--- src/rtl/i2c_txn_sequencer.sv ---
// ============================================================================
// Module   : i2c_txn_sequencer
// Purpose  : Queues host I2C commands and runs them one at a time on a byte
//            master, returning a status/read-data response per command.
// Revision : 1.0 - initial release
// ============================================================================
`default_nettype none

module i2c_txn_sequencer #(
  parameter int FIFO_DEPTH  = 4,
  parameter int TIMEOUT_CYC = 1024
) (
  input  logic                        clk_400,
  input  logic                        rst_n,
  input  logic                        cmd_valid,
  output logic                        cmd_ready,
  input  logic                        cmd_rw,
  input  logic [6:0]                  cmd_addr,
  input  logic [7:0]                  cmd_wdata,
  output logic                        rsp_valid,
  input  logic                        rsp_ready,
  output logic [7:0]                  rsp_rdata,
  output logic [1:0]                  rsp_status,
  output logic [$clog2(FIFO_DEPTH):0] fifo_level,
  output logic                        m_start_txn,
  output logic                        m_rw,
  output logic                        m_data_valid,
  output logic                        m_next_byte,
  output logic [6:0]                  m_sub_addr,
  output logic [7:0]                  m_data_in,
  input  logic                        m_busy,
  input  logic                        m_done,
  input  logic                        m_ack_error,
  input  logic                        m_data_ready,
  input  logic [7:0]                  m_data_out
);

  localparam int AW = $clog2(FIFO_DEPTH);
  localparam int LW = AW + 1;
  localparam int CW = $clog2(TIMEOUT_CYC) + 1;

  localparam logic [1:0]    c_idle      = 2'd0;
  localparam logic [1:0]    c_launch    = 2'd1;
  localparam logic [1:0]    c_wait_done = 2'd2;
  localparam logic [1:0]    c_resp      = 2'd3;
  localparam logic [1:0]    c_st_ok     = 2'b00;
  localparam logic [1:0]    c_st_nack   = 2'b01;
  localparam logic [1:0]    c_st_tmo    = 2'b10;
  localparam logic [LW-1:0] c_depth     = LW'(FIFO_DEPTH);
  localparam logic [CW-1:0] c_tmo_last  = CW'(TIMEOUT_CYC - 1);

  logic [15:0]   r_mem [FIFO_DEPTH];
  logic [AW-1:0] r_wr_ptr, r_rd_ptr;
  logic [LW-1:0] r_level;
  logic [CW-1:0] r_count;
  logic [15:0]   r_cmd;
  logic          r_nack;
  logic [7:0]    r_rdata;
  logic [1:0]    r_rsp_status;
  logic [7:0]    r_rsp_rdata;
  logic [1:0]    r_state, w_next_state;

  logic       w_full, w_push, w_pop, w_done, w_timeout, w_nack_now;
  logic [1:0] w_status;
  logic [7:0] w_final_rdata;

  assign w_full     = (r_level == c_depth);
  assign cmd_ready  = !w_full;
  assign w_push     = cmd_valid && !w_full;
  assign w_pop      = (r_state == c_idle) && (r_level != '0) && !m_busy;
  assign w_done     = (r_state == c_wait_done) && m_done;
  assign w_timeout  = (r_state == c_wait_done) && (r_count == c_tmo_last) && !m_done;
  assign w_nack_now = r_nack || m_ack_error;
  assign w_status   = w_done ? (w_nack_now ? c_st_nack : c_st_ok) : c_st_tmo;
  // Same-cycle data_ready/ack_error with m_done still count toward the response.
  assign w_final_rdata = (w_done && !w_nack_now && r_cmd[15]) ?
                         (m_data_ready ? m_data_out : r_rdata) : 8'h00;
  assign fifo_level  = r_level;
  assign m_next_byte = 1'b0;

  always_ff @(posedge clk_400) begin
    if (w_push) begin
      r_mem[r_wr_ptr] <= {cmd_rw, cmd_addr, cmd_wdata};
    end
  end

  always_ff @(posedge clk_400) begin
    if (!rst_n) begin
      r_wr_ptr     <= '0;
      r_rd_ptr     <= '0;
      r_level      <= '0;
      r_count      <= '0;
      r_cmd        <= '0;
      r_nack       <= 1'b0;
      r_rdata      <= '0;
      r_rsp_status <= '0;
      r_rsp_rdata  <= '0;
    end else begin
      if (w_push) begin
        r_wr_ptr <= r_wr_ptr + 1'b1;
      end
      case ({w_push, w_pop})
        2'b10:   r_level <= r_level + 1'b1;
        2'b01:   r_level <= r_level - 1'b1;
        default: r_level <= r_level;
      endcase
      if (w_pop) begin
        r_cmd    <= r_mem[r_rd_ptr];
        r_rd_ptr <= r_rd_ptr + 1'b1;
        r_count  <= '0;
        r_nack   <= 1'b0;
        r_rdata  <= '0;
      end
      if (r_state == c_wait_done) begin
        r_count <= r_count + 1'b1;
        if (m_ack_error) begin
          r_nack <= 1'b1;
        end
        if (m_data_ready) begin
          r_rdata <= m_data_out;
        end
      end
      if (w_done || w_timeout) begin
        r_rsp_status <= w_status;
        r_rsp_rdata  <= w_final_rdata;
      end
    end
  end

  always_ff @(posedge clk_400) begin
    if (!rst_n) begin
      r_state <= c_idle;
    end else begin
      r_state <= w_next_state;
    end
  end

  always_comb begin
    w_next_state = r_state;
    case (r_state)
      c_idle:      if (w_pop) w_next_state = c_launch;
      c_launch:    w_next_state = c_wait_done;
      c_wait_done: if (w_done || w_timeout) w_next_state = c_resp;
      c_resp:      if (rsp_ready) w_next_state = c_idle;
      default:     w_next_state = c_idle;
    endcase
  end

  always_comb begin
    m_start_txn  = 1'b0;
    m_rw         = 1'b0;
    m_sub_addr   = '0;
    m_data_in    = '0;
    m_data_valid = 1'b0;
    rsp_valid    = 1'b0;
    rsp_rdata    = '0;
    rsp_status   = '0;
    if (r_state == c_launch) begin
      m_start_txn = 1'b1;
    end
    if ((r_state == c_launch) || (r_state == c_wait_done)) begin
      m_rw         = r_cmd[15];
      m_sub_addr   = r_cmd[14:8];
      m_data_in    = r_cmd[7:0];
      m_data_valid = !r_cmd[15];
    end
    if (r_state == c_resp) begin
      rsp_valid  = 1'b1;
      rsp_rdata  = r_rsp_rdata;
      rsp_status = r_rsp_status;
    end
  end

endmodule

`default_nettype wire

--- config.mk ---
export PLATFORM = sky130hd
export DESIGN_NAME = i2c_txn_sequencer
export DESIGN_NICKNAME = d
export VERILOG_FILES = /design/src/rtl/i2c_txn_sequencer.sv
export SDC_FILE = /design/constraint.sdc
export NUM_CORES = 1
export LEC_CHECK = 0
export BUFFER_PORTS_ARGS = -buffer_cell sky130_fd_sc_hd__buf_2
export CORE_ASPECT_RATIO = 0.7
export CORE_MARGIN = 2
export CORE_UTILIZATION = 50
export CTS_BUF_LIST = sky130_fd_sc_hd__clkbuf_4
export DETAILED_ROUTE_END_ITERATION = 10
export GPL_TIMING_DRIVEN = 0
export PLACE_DENSITY_LB_ADDON = 0.1
export RECOVER_POWER = 50
export SLEW_MARGIN = 20
export SYNTH_ARGS = -nofsm -noshare
export SYNTH_HDL_FRONTEND = slang
export SYNTH_SLANG_ARGS = --single-unit
--- constraint.sdc ---
create_clock -name clk_400 -period 2.5 [get_ports clk_400]
set_input_delay 0.5 -clock clk_400 [delete_from_list [all_inputs] [get_ports clk_400]]
set_output_delay 0.5 -clock clk_400 [all_outputs]
set_load 0.02 [all_outputs]
Word level (Yosys, flattened, before mapping)
Memories as Yosys holds them, arrays and structs flattened. A register that Yosys moved wholly into a read port is not among the register bits.
Index checks and enable logic that the tools add are counted.
{ "totals": {"reg_bits": 39, "latchBits": 0, "ram_bits": 64, "mem_bits_ro": 0, "inputBits": 32, "output_inout_bits": 34, "word_cells": 74, "n_memories": 1} }
{ "op_classes": {"n_addsub": 5, "mul": 0, "div": 0, "order_cmp": 0, "eq_ne": 10, "shift": 0, "mux": 27, "bitwise": 0, "reduce_logical": 22} }
{ "memory_table": {"columns": ["memory", "words", "width", "rd", "rd_ports_with_merged_regs", "write_ports", "line_no", "source"], "rows": [
  ["r_mem", 4, 16, 1, 1, 1, "52", "logic [15:0] r_mem [FIFO_DEPTH];"]
]} }
{ "op_table": {"columns": ["op", "count"], "rows": [
  ["8-bit 2-to-1 mux", 7],
  ["11-bit 2-to-1 mux", 2],
  ["11-bit by 1-bit adder with 11-bit output, second input constant", 1],
  ["11-bit by 10-bit == test with 1-bit output, second input constant", 1],
  ["1-bit 2-to-1 mux", 10],
  ["2-bit 2-to-1 mux", 5],
  ["1-bit logical AND", 8],
  ["2-bit case mux with 4 select lines", 1],
  ["7-bit 2-to-1 mux", 1],
  ["2-bit == test, second input constant", 3],
  ["1-bit logical NOT", 6],
  ["3-bit case mux with 2 select lines", 1],
  ["2-bit by 1-bit adder with 2-bit output, second input constant", 2],
  ["2-bit by 1-bit == test with 1-bit output, second input constant", 2],
  ["2-bit != test, second input constant", 2],
  ["2-bit nonzero test", 2],
  ["3-bit by 1-bit adder with 3-bit output, second input constant", 1],
  ["3-bit == test, second input constant", 1],
  ["1-bit logical OR", 3],
  ["3-bit AND reduction", 1],
  ["3-bit nonzero test", 1],
  ["3-bit by 1-bit subtractor with 3-bit output, second input constant", 1],
  ["2-bit logical NOT", 1],
  ["2-bit by 1-bit != test with 1-bit output, second input constant", 1]
]} }

Depth between registers and ports, before layout
Gate-level depths: netlist (run 1).
{ "depth": {"ltp_word": 6, "ltp_mapped": 11, "depth_no_buf": 10} }

Worst setup path after synthesis (run 1)
Ideal clock, no wire load.
{ "synth_timing": {"path_kind": "register to register", "start": "reg r_level[2] (netlist: fifo_level[2])", "end": "reg r_level[2] (netlist: fifo_level[2])", "setup_ns": 0.070, "t_arrival_ns": 2.446, "required_time_ns": 2.430, "setup_slack_ns": -0.017, "path_stages_with_launch": 10, "path_buffers": 0, "synth_period_minus_slack_ns": 2.517, "cell_sequence": "dfxtp_1 -> or3b_1 -> and2_1 -> inv_1 -> ha_1 -> inv_1 -> fa_1 -> xor2_1 -> or3_1 -> a21oi_1"} }
{ "synth_between": {"elab_chain_len": 5, "word_cells_on_any_way": 12, "classes_between": "add/sub (2); eq/ne (3); mux (1); reduce/logical (6)"} }
{ "synth_lines": {"columns": ["element", "line_no", "source"], "rows": [
  ["from (decl)", "54", "logic [LW-1:0] r_level;"],
  ["from (signal assigned)", "103", "2'b10: r_level <= r_level + 1'b1;"],
  ["from (signal assigned)", "104", "2'b01: r_level <= r_level - 1'b1;"],
  ["from (signal assigned)", "105", "default: r_level <= r_level;"],
  ["3-bit == test (*)", "67", "assign w_full = (r_level == c_depth);"],
  ["1-bit logical NOT (*)", null, null],
  ["net cmd_ready", "16", "output logic cmd_ready,"],
  ["1-bit logical AND (*)", "69", "assign w_push = cmd_valid && !w_full;"],
  ["2-bit by 1-bit == test with 1-bit output / 2-bit == test (equally long branches)", "102", "case ({w_push, w_pop})"],
  ["3-bit case mux with 2 select lines / 2-bit nonzero test (equally long branches)", null, null]
]} }
Mark *: on every way through the listed nets, which the timed path passes. The rest lies on a longest branch.
A chain may end at the register's enable or synchronous reset.

Worst setup path after layout (run 1)
{ "layout_timing": {"start": "reg r_level[2] (netlist: fifo_level[2])", "end": "reg r_level[2] (netlist: fifo_level[2])"} }
{ "layout_between": {"elab_chain_len": 5, "word_cells_on_any_way": 12, "classes_between": "add/sub (2); eq/ne (3); mux (1); reduce/logical (6)"} }
{ "layout_lines": {"columns": ["element", "line_no"], "rows": [
  ["3-bit == test / 3-bit nonzero test (equally long branches)", "67, 70"],
  ["1-bit logical NOT / 1-bit logical AND (equally long branches)", "69, 70"],
  ["1-bit logical AND (on tied branches)", "69, 70"],
  ["2-bit by 1-bit == test with 1-bit output / 2-bit == test (equally long branches)", "102"],
  ["3-bit case mux with 2 select lines / 2-bit nonzero test (equally long branches)", null]
]} }
Parallel ways exist; a longest one is shown, timed or not.

==> results.yml, run 1 <==
outcome:
  outcome: "finished, final reports clean"
timing:
  clock-skew-final_ns: 0.0175
  setup_ws_ns: 0.0704
  rsz0062_at_grt: "true"
  holdWs_ns: 0.228
  max_slew_margin_pct: 38.4
  worstMarginPinSlew_ns: 0.924
  drv_slew: 0
  period_needed_ns: 2.43
  fmax_ghz: 0.412
  finalCritPeriodShare_pct: 97.2
  finalSetupViolCount: 0
  finalHoldViolations: 0
floorplanning:
  core_area_um2: 9760
  die_x_um: 124
  dieArea_um2: 10900
  rows: 30
  dieHeight_um: 88.0
  ios: 66
  initial_core_util_pct: 51.7
global_routing:
  grt_max_degree: 17
  grt_usage_pct: 20.5
  grt-ovfl-total: 0
  grt_pass1_wl_mm: 16.2
  antenna_found_initial: 0
  grt_pass1_vias: 3192
synth:
  ys_seq_area_share_pct: 59.9
  synth_area_leaders: "edfxtp_1 (38%), dfxtp_1 (22%), mux4_2 (7.1%)"
  synth_area_um2: 5040
  synth_fp_nets: 454
  syn_inst: 410
  synth_flop_cell: "edfxtp_1"
  synthArstFlopShare_pct: 0
  syn-mean-instance-area_um2: 12.3
  synth.ff_latch_count: 119
  synth_top_area_share_pct: 38.1
  yosysUniqueCellTypes: 51
  synth-edff-count: 64
  synth-warning-count: 0
  synth_top_area_cell: "edfxtp_1"
clock_tree:
  clkLatencyLatePin_ns: 0.51
  h-tree-depth: 4
  cts_root_buf: "clkbuf_4"
  cts-buffers-inserted: 17
  cts_tree: "yes"
  clk_path_buf_depth: 2
  cts.clk_slew.worst_paths_ns: 0.10
  clkSinkCount: 119
detailed_routing:
  vias: 3404
  wl_mm: 10.5
  routed_via_density: 5.37
  drc_errors: 0
  ant_nets: 0
  detail_route.wl_per_cell_um: 16.5
  dr.pass1.iters: 6
  drtIter0Drc: 276
final_layout:
  drive_gt1_share_pct: 25.1
  seq_area_um2: 3030
  fill_cells: 830
  final_nets: 536
  multi_input_area_um2: 1880
  areaGrowthSynthToFinish_pct: 15.0
  final_cells: 634
hold_path:
  holdPathEnd: "r_rdata[2]"
  worstHoldStart: "m_data_out[2]"
  worstHoldPathCells: 3
  min_path_type: "primary input to register"
pwr:
  p_per_area_nw_per_um2: 907
  peakVddDrop_uv: 558
  p_leak_nw: 2.11
placement:
  gp_congestion: 0.784
  dp_cells: 601
  place.port_buffers: 63
  post-place-ws_ns: -0.205
  hpwl_mm: 7.15
worst_setup_path:
  critPathArrivalTime_ns: 2.85
  path_max_fanout: 6
  crit_start: "fifo_level[2]"
  end_kind: "register"
  reg2regPathDepth: 9
  startpoint_type: "register"
  reg2reg_slack_ns: 0.07
  r2r-end: "fifo_level[2]"
  cp_data_required_time_ns: 2.92
  r2r-start: "fifo_level[2]"
  crit_type: "register to register"
flow_run:
  maxCapViolCount: 0
-- metal layers --
layer / share of wire [%] / up-vias / GRT usage, % / wire (um)
met4: 1.1 / 0 / 6.44 / 115
li1: - / 1661 / - / -
met1: 50 / 1662 / 28.7 / 5200
met3: 4.1 / 10 / 5.92 / 435
met2: 45 / 71 / 31.3 / 4740
met5: 0 / - / 0 / 0
-- critical path, stage by stage (launching register included) --
cell	delay, ns
dfxtp_4	0.39
or3b_4	0.42
and2_1	0.21
inv_1	0.10
ha_2	0.19
inv_1	0.05
fa_1	0.38
xor2_1	0.16
or3_1	0.31
a21oi_1	0.14
-- worst max path at each step --
stage | to | slack [ns] | cells after the start
3_3_place_gp | fifo_level[2] | -0.1 | 11
6_report | fifo_level[2] | 0.07 | 9
4_1_cts | m_data_in[3] | 0.01 | 5
5_1_grt | fifo_level[2] | -0.02 | 9
3_5_place_dp | fifo_level[2] | -0.21 | 11
2_1_floorplan | fifo_level[2] | 0.06 | 9
-- where the power goes --
| part | internal, mW | switching, mW |
|---|---|---|
| clock network | 0.606 | 0.689 |
| logic | 0.640 | 0.909 |
| registers | 2.30 | 0.118 |
| total | 3.55 | 1.72 |
-- kinds of logic after synthesis --
group | Yosys count | share of synthesized area [%]
AO/OA/AOI/OAI | 72 | 9.06
adder cells (fa/ha/maj) | 12 | 3.13
multiplexers | 26 | 9.33
AND/OR/NAND/NOR | 140 | 14.4
buffers and inverters | 36 | 3.35
XOR/XNOR | 4 | 0.695
other | 1 | 0.0744
flip-flops | 119 | 59.9
-- flip-flops by register name, summed over array words and instances (netlist names) --
signal and flops:
r_count 11, r_rsp_status 2, r_nack 1, r_rsp_rdata 8, r_wr_ptr 2, r_mem 64
r_state 2, fifo_level 3, r_rd_ptr 2, r_rdata 8, r_cmd 16
-- cells in the final DEF, fill, tap and decap left out, types with 3 or more instances in the layout --
| cell | netlist | final |
|---|---|---|
| clkbuf_1 | 11 | 26 |
| buf_4 | 3 | 4 |
| a22oi_1 | 9 | 9 |
| a31oi_1 | 4 | 4 |
| o21a_1 | 3 | 3 |
| a21oi_1 | 38 | 38 |
| clkinv_1 | 1 | 6 |
| nand3_1 | 14 | 14 |
| a311oi_1 | 3 | 3 |
| nor2_1 | 21 | 21 |
| and3_1 | 4 | 4 |
| mux4_2 | 16 | 16 |
| o21ai_0 | 8 | 8 |
| ha_1 | 11 | 9 |
| inv_1 | 11 | 11 |
| clkbuf_4 | 0 | 21 |
| clkinv_2 | 0 | 3 |
| mux2_2 | 8 | 8 |
| and2_1 | 28 | 28 |
| buf_2 | 6 | 52 |
| edfxtp_1 | 64 | 64 |
| dfxtp_1 | 55 | 52 |
| nand2_1 | 51 | 51 |
-- what timing repair did --
action	CTS	global route
setup buffers	0	1
setup endpoints to repair	11	11
pin swaps	0	1
hold buffers	0	0
gates resized for setup	6	6
-- layout make-up --
type / count / area share, %
Antenna cell: 1 / 0.0431
Buffer: 21 / 1.98
Clock buffer: 20 / 2.59
Clock inverter: 12 / 1.90
Inverter: 14 / 0.949
Multi-Input combinational cell: 255 / 32.3
Sequential cell: 119 / 52.2
Tap cell: 128 / 2.76
Timing Repair Buffer: 64 / 5.22
-- Yosys cell counts, types with 2 or more instances --
cell and instances:
nor3_1 2, nand4b_1 2, edfxtp_1 64, and3_1 4, buf_4 3, buf_6 2, inv_1 11, clkbuf_1 11
nor2_1 21, nand2_1 51, xor2_1 2, mux2_2 8, a21oi_1 38, ha_1 11, a311oi_1 3, or3b_1 2
inv_2 2, mux2i_1 2, xnor2_1 2, and2_1 28, dfxtp_1 55, buf_2 6, and4_1 2, and3_2 2
nand3_1 14, a31oi_1 4, o21ai_0 8, or3_1 2, mux4_2 16, a22oi_1 9, o21a_1 3
-- stage by stage --
step | instance area (um2) | util (%) | total power [mW] | setup TNS, ns
6_report | 5800 | 59.4 | 5.26 | 0
4_1_cts | 5800 | 59.4 | 5.30 | 0
3_3_place_gp | 5520 | 56.6 | 3.91 | -0.0984
3_5_place_dp | 5520 | 56.6 | 3.96 | -0.205
5_1_grt | 5800 | 59.4 | 5.56 | -0.0202
2_1_floorplan | 5050 | - | 3.51 | 0
Power figures use the tool's default switching activity.
==> run 2: changes to the inputs <==
Settings changed: CELL_PAD_IN_SITES_DETAIL_PLACEMENT from default to 0, CELL_PAD_IN_SITES_GLOBAL_PLACEMENT from default to 1, CORE_UTILIZATION 50 to 48.
==> run 2 against run 1 <==
  * Wire length decreased by 1.7%
  * Total power increased by 0.53%
  * Global-route usage decreased by 1.7 points
  * Worst setup slack improved by 0.073 ns
  * Sequential power about the same
  * Sequential cell count unchanged
  * Critical path depth decreased by 4
  * Fmax increased by 3.1%
  * Utilization decreased by 2.9 points
  * Count of clock-buffer cells in the layout decreased by 3
  * Largest cell class unchanged
  * Largest power group unchanged
==> results.yml, run 2 (synthesis results as in run 1) <==
outcome:
  outcome: "finished, final reports clean"
clock_tree:
  clkLatencyLatePin_ns: 0.52
  cts_root_buf: "clkbuf_4"
  clk_path_buf_depth: 2
  cts.clk_slew.worst_paths_ns: 0.11
  hold_buffers: 0
  cts-buffers-inserted: 17
  clkSinkCount: 119
  cts_setup_buffers: 0
  h-tree-depth: 4
  cts_tree: "yes"
worst_setup_path:
  cp_num_buf_inv: 3
  reg2reg_slack_ns: 0.15
  crit_chain: "inv_1 > ha_4 > clkbuf_4 > and2_1 > buf_2"
  r2r-start: "fifo_level[1]"
  reg2regPathDepth: 9
  slowest_stage: "dfxtp_2"
  critPathMaxStageDelay_ns: 0.38
  critPathArrivalTime_ns: 1.86
  crit_type: "register to output port"
  cp_data_required_time_ns: 2.00
  crit_start: "r_state[1]"
  startpoint_type: "register"
  path_max_fanout: 10
  cp_top_family: "buffers and inverters"
  r2r-end: "fifo_level[2]"
  end_kind: "output port"
floorplanning:
  dieArea_um2: 11400
  initial_core_util_pct: 49.1
  ios: 66
  rows: 31
  core_area_um2: 10300
  dieHeight_um: 89.8
  die_x_um: 127
final_layout:
  post-route-util_pct: 56.5
  drive_gt1_share_pct: 25.6
  final_nets: 535
  largest_reg_flops: 64
  top_regs: "r_mem x64, r_cmd x16, r_count x11"
  n_antenna_cell: 0
  regMostFlops: "r_mem"
  final_cell_mix: "edfxtp_1 (64), nand2_1 (51), dfxtp_1 (51), buf_2 (49), a21oi_1 (37)"
  areaGrowthSynthToFinish_pct: 15.2
  layout_commonest_cell: "edfxtp_1"
detailed_routing:
  detail_route.wl_per_cell_um: 16.2
  routed_via_density: 5.37
  wl_mm: 10.3
  drc_errors: 0
  vias: 3414
  dr.pass1.iters: 4
  drtIter0Drc: 243
  ant_nets: 0
placement:
  gp_congestion: 0.785
  post-place-ws_ns: -0.150
  place.port_buffers: 63
  hpwl_mm: 7.24
timing:
  drv_slew: 0
  period_needed_ns: 2.36
  setup_ws_ns: 0.143
  max_slew_margin_pct: 42.3
  fmax_ghz: 0.424
  clock-skew-final_ns: 0.0123
  finalCritPeriodShare_pct: 94.3
  worstMarginPinSlew_ns: 0.866
  finalHoldViolations: 0
  finalSetupViolCount: 0
  tns_ns: 0
pwr:
  p_int_mw: 3.51
  switchingPower_mw: 1.78
  p_leak_nw: 2.10
  clkPwrFrac_pct: 25.8
  p_seq_share_pct: 45.8
  pwr-share-comb_pct: 28.4
  switching_share_pct: 33.6
  peakVddDrop_uv: 426
  p_per_area_nw_per_um2: 911
  p_total_mw: 5.29
hold_path:
  worstHoldPathCells: 3
  holdPathEnd: "r_rdata[3]"
  min_path_type: "primary input to register"
  worstHoldStart: "m_data_out[3]"
global_routing:
  grt_usage_pct: 18.8
  antenna_found_initial: 0
  grt-ovfl-total: 0
  grt_pass1_vias: 3154
  grt_max_degree: 17
  grt_pass1_wl_mm: 16.3
flow_run:
  maxCapViolCount: 0
[run 2: changes by cell type in the layout (fill, tap and decap cells not counted), sizes merged]
cell	previous run	this run
buf	58	53
clkinvlp	1	2
inv	13	15
diode	1	0
clkbuf	47	48
[run 2: worst max path at each step]
stage | end | slack, ns | cells after the start
6_report | m_data_in[6] | 0.14 | 5
5_1_grt | fifo_level[2] | -0.0003 | 10
4_1_cts | m_sub_addr[2] | 0.04 | 5
3_5_place_dp | fifo_level[2] | -0.15 | 11
3_3_place_gp | fifo_level[2] | -0.09 | 11
2_1_floorplan | fifo_level[2] | 0.06 | 9
[run 2: layer usage]
metal,GRT usage [%],routed length (um),up-vias
met5,0,0,-
met4,7.42,155,0
met3,4.52,470,16
met2,26.8,4440,77
met1,27.8,5250,1664
li1,-,-,1657
[run 2: layout make-up]
cell class / count / area (um2)
Buffer: 21 / 105
Fill cell: 890 / 4470
Clock inverter: 15 / 153
Inverter: 14 / 53.8
Timing Repair Buffer: 63 / 294
Multi-Input combinational cell: 255 / 1880
Clock buffer: 17 / 128
Sequential cell: 119 / 3030
Tap cell: 132 / 165
[run 2: through the flow]
stage	instances	instance area [um2]	hold WS [ns]
6_report	636	5810	0.214
5_1_grt	636	5810	0.189
4_1_cts	636	5830	0.145
3_5_place_dp	605	5530	0.434
3_3_place_gp	605	5530	0.431
2_1_floorplan	410	5050	0.416
[run 2: power by group through the flow]
stage	Sequential (mW)	Clock (mW)	Combinational [mW]
final	2.42	1.36	1.50
after global routing	2.45	1.49	1.66
after CTS	2.42	1.40	1.54
after detailed placement	2.46	0	1.49
after global placement	2.45	0	1.47
after floorplan	2.45	0	1.06
[run 2: worst register-to-register path, cell delays in order (launching register included)]
cell	delay, ns
dfxtp_1	0.38
or3b_4	0.42
and2_4	0.18
inv_1	0.07
ha_1	0.18
inv_1	0.06
fa_1	0.37
xor2_1	0.15
or3_1	0.33
a21oi_2	0.13
[run 2: timing repair]
item	4_1_cts	5_1_grt
hold endpoints to repair	0	0
gates resized for setup	5	9
setup endpoints to repair	11	11
==> run 3: changes to the inputs <==
--- a/constraint.sdc
+++ b/constraint.sdc
@@ -3,2 +3,2 @@
 set_output_delay 0.5 -clock clk_400 [all_outputs]
-set_load 0.02 [all_outputs]
+set_load 0.01 [all_outputs]
==> run 3 against run 2 <==
  * Design area about the same
  * Combinational power is essentially flat
  * Highest routed layer unchanged
  * Largest power group unchanged
  * Critical endpoint unchanged
  * Hold slack improved by 0.010 ns
==> results.yml, run 3 (synthesis results as in run 1) <==
outcome:
  outcome: "finished, final reports clean"
global_routing:
  grt_pass1_vias: 3387
  antenna_found_initial: 0
  grt_busiest_layer: "met1"
  grt_usage_pct: 19.9
  grt-ovfl-total: 0
  grt_pass1_wl_mm: 17.5
  grt_max_degree: 17
  met3_usage_pct: 5.30
  use_met2_pct: 29.0
  grtUsageMet1_pct: 29.2
pwr:
  p_per_area_nw_per_um2: 907
  pwr-share-comb_pct: 28.0
  switching_share_pct: 33.6
  p_seq_share_pct: 46.1
  p_leak_nw: 2.08
  clkPwrFrac_pct: 26.0
  peakVddDrop_uv: 463
  p_int_mw: 3.50
  switchingPower_mw: 1.77
hold_path:
  min_path_type: "primary input to register"
  worstHoldStart: "m_data_out[2]"
  worstHoldPathCells: 3
  holdPathEnd: "r_rdata[2]"
final_layout:
  seq_area_um2: 3030
  layout_commonest_cell: "edfxtp_1"
  fill_cells: 904
  multi_input_area_um2: 1870
  final_nets: 535
  finalInstanceArea_um2: 5800
  regMostFlops: "r_mem"
  areaGrowthSynthToFinish_pct: 15.1
  drive_gt1_share_pct: 24.8
  largest_reg_flops: 64
  top_regs: "r_mem x64, r_cmd x16, r_count x11"
  final_cell_mix: "edfxtp_1 (64), nand2_1 (51), dfxtp_1 (50), buf_2 (48), a21oi_1 (38)"
  n_antenna_cell: 0
detailed_routing:
  drtIter0Drc: 273
  ant_nets: 0
  wl_mm: 10.8
  dr.pass1.iters: 4
  drc_errors: 0
  vias: 3370
  routed_via_density: 5.30
  detail_route.wl_per_cell_um: 17.0
timing:
  finalCritPeriodShare_pct: 94.0
  drv_slew: 0
  clock-skew-final_ns: 0.0125
  rsz0062_at_grt: "false"
  fmax_ghz: 0.426
  finalSetupViolCount: 0
  worstMarginPinSlew_ns: 0.939
  period_needed_ns: 2.35
  max_slew_margin_pct: 37.4
  holdWs_ns: 0.225
  finalHoldViolations: 0
worst_setup_path:
  cp_data_required_time_ns: 2.00
  startpoint_type: "register"
  r2r-start: "fifo_level[0]"
  r2r-end: "fifo_level[2]"
  crit_start: "r_state[1]"
  reg2reg_slack_ns: 0.17
  critPathArrivalTime_ns: 1.85
  reg2regPathDepth: 9
  end_kind: "output port"
  path_max_fanout: 10
  crit_type: "register to output port"
clock_tree:
  cts_tree: "yes"
  cts-buffers-inserted: 17
  clk_path_buf_depth: 2
  cts.clk_slew.worst_paths_ns: 0.12
  cts_root_buf: "clkbuf_4"
  h-tree-depth: 4
  clkSinkCount: 119
  clkLatencyLatePin_ns: 0.51
placement:
  gp_congestion: 0.794
  hpwl_mm: 7.22
  place_area_um2: 5520
  place.port_buffers: 63
floorplanning:
  die_x_um: 127
  dieHeight_um: 89.8
  ios: 66
  initial_core_util_pct: 49.1
  dieArea_um2: 11400
  rows: 31
  core_area_um2: 10300
flow_run:
  maxCapViolCount: 0
[run 3: cell count changes in the layout (fill, tap and decap cells not counted), sizes merged]
cell	before	now
clkinv	10	7
clkinvlp	2	5
clkbuf	48	50
buf	53	51
[run 3: worst max-delay path by stage]
stage               endpoint  slack (ns)  cells past startpoint
5_1_grt        fifo_level[2]        0.02                      9
3_3_place_gp   fifo_level[2]       -0.14                     11
2_1_floorplan  fifo_level[2]        0.13                      9
6_report        m_data_in[6]        0.15                      5
4_1_cts         m_data_in[6]        0.05                      5
3_5_place_dp   fifo_level[2]       -0.18                     11
[run 3: what timing repair did]
item	4_1_cts	5_1_grt
buffers inserted	0	0
endpoints found under the setup margin	11	11
cloned	0	0
resized for setup	5	12
pin swaps	0	0
hold buffers	0	0
[run 3: area by class of cell]
cell class                 instances  area share, %
tap                              132           2.85
sequential                       119           52.2
multi-input combinational        255           32.3
buffer                            21           1.75
clock inverter                    15           2.67
timing repair buffer              63           5.04
inverter                          14          0.992
clock buffer                      17           2.20
[run 3: critical path, cell delays in order (launching register included)]
cell and delay, ns:
dfxtp_2 0.37, inv_1 0.10, ha_4 0.35, clkbuf_4 0.22
and2_1 0.16, buf_2 0.13
[run 3: through the flow]
stage	TNS, ns	util [%]	cells	worst slack, ns	total power, mW
after global placement	-0.144	53.7	605	-0.144	3.87
after detailed placement	-0.184	53.7	605	-0.184	3.91
after CTS	0	56.7	636	0.0532	5.32
final	0	56.5	636	0.150	5.27
after floorplan	0	-	410	0.129	3.45
after global routing	0	56.5	636	0.0204	5.57
[run 3: per-layer routing]
metal,wire length (um),up-vias
met1,5300,1628
met3,592,8
met4,104,0
met2,4790,86
met5,0,-
li1,-,1648
[run 3: power by group through the flow]
stage	combinational [mW]	sequential (mW)	clock [mW]
final	1.47	2.43	1.37
after CTS	1.51	2.42	1.40
after global routing	1.64	2.46	1.47
after floorplan	1.02	2.43	0
after global placement	1.42	2.45	0
after detailed placement	1.45	2.46	0
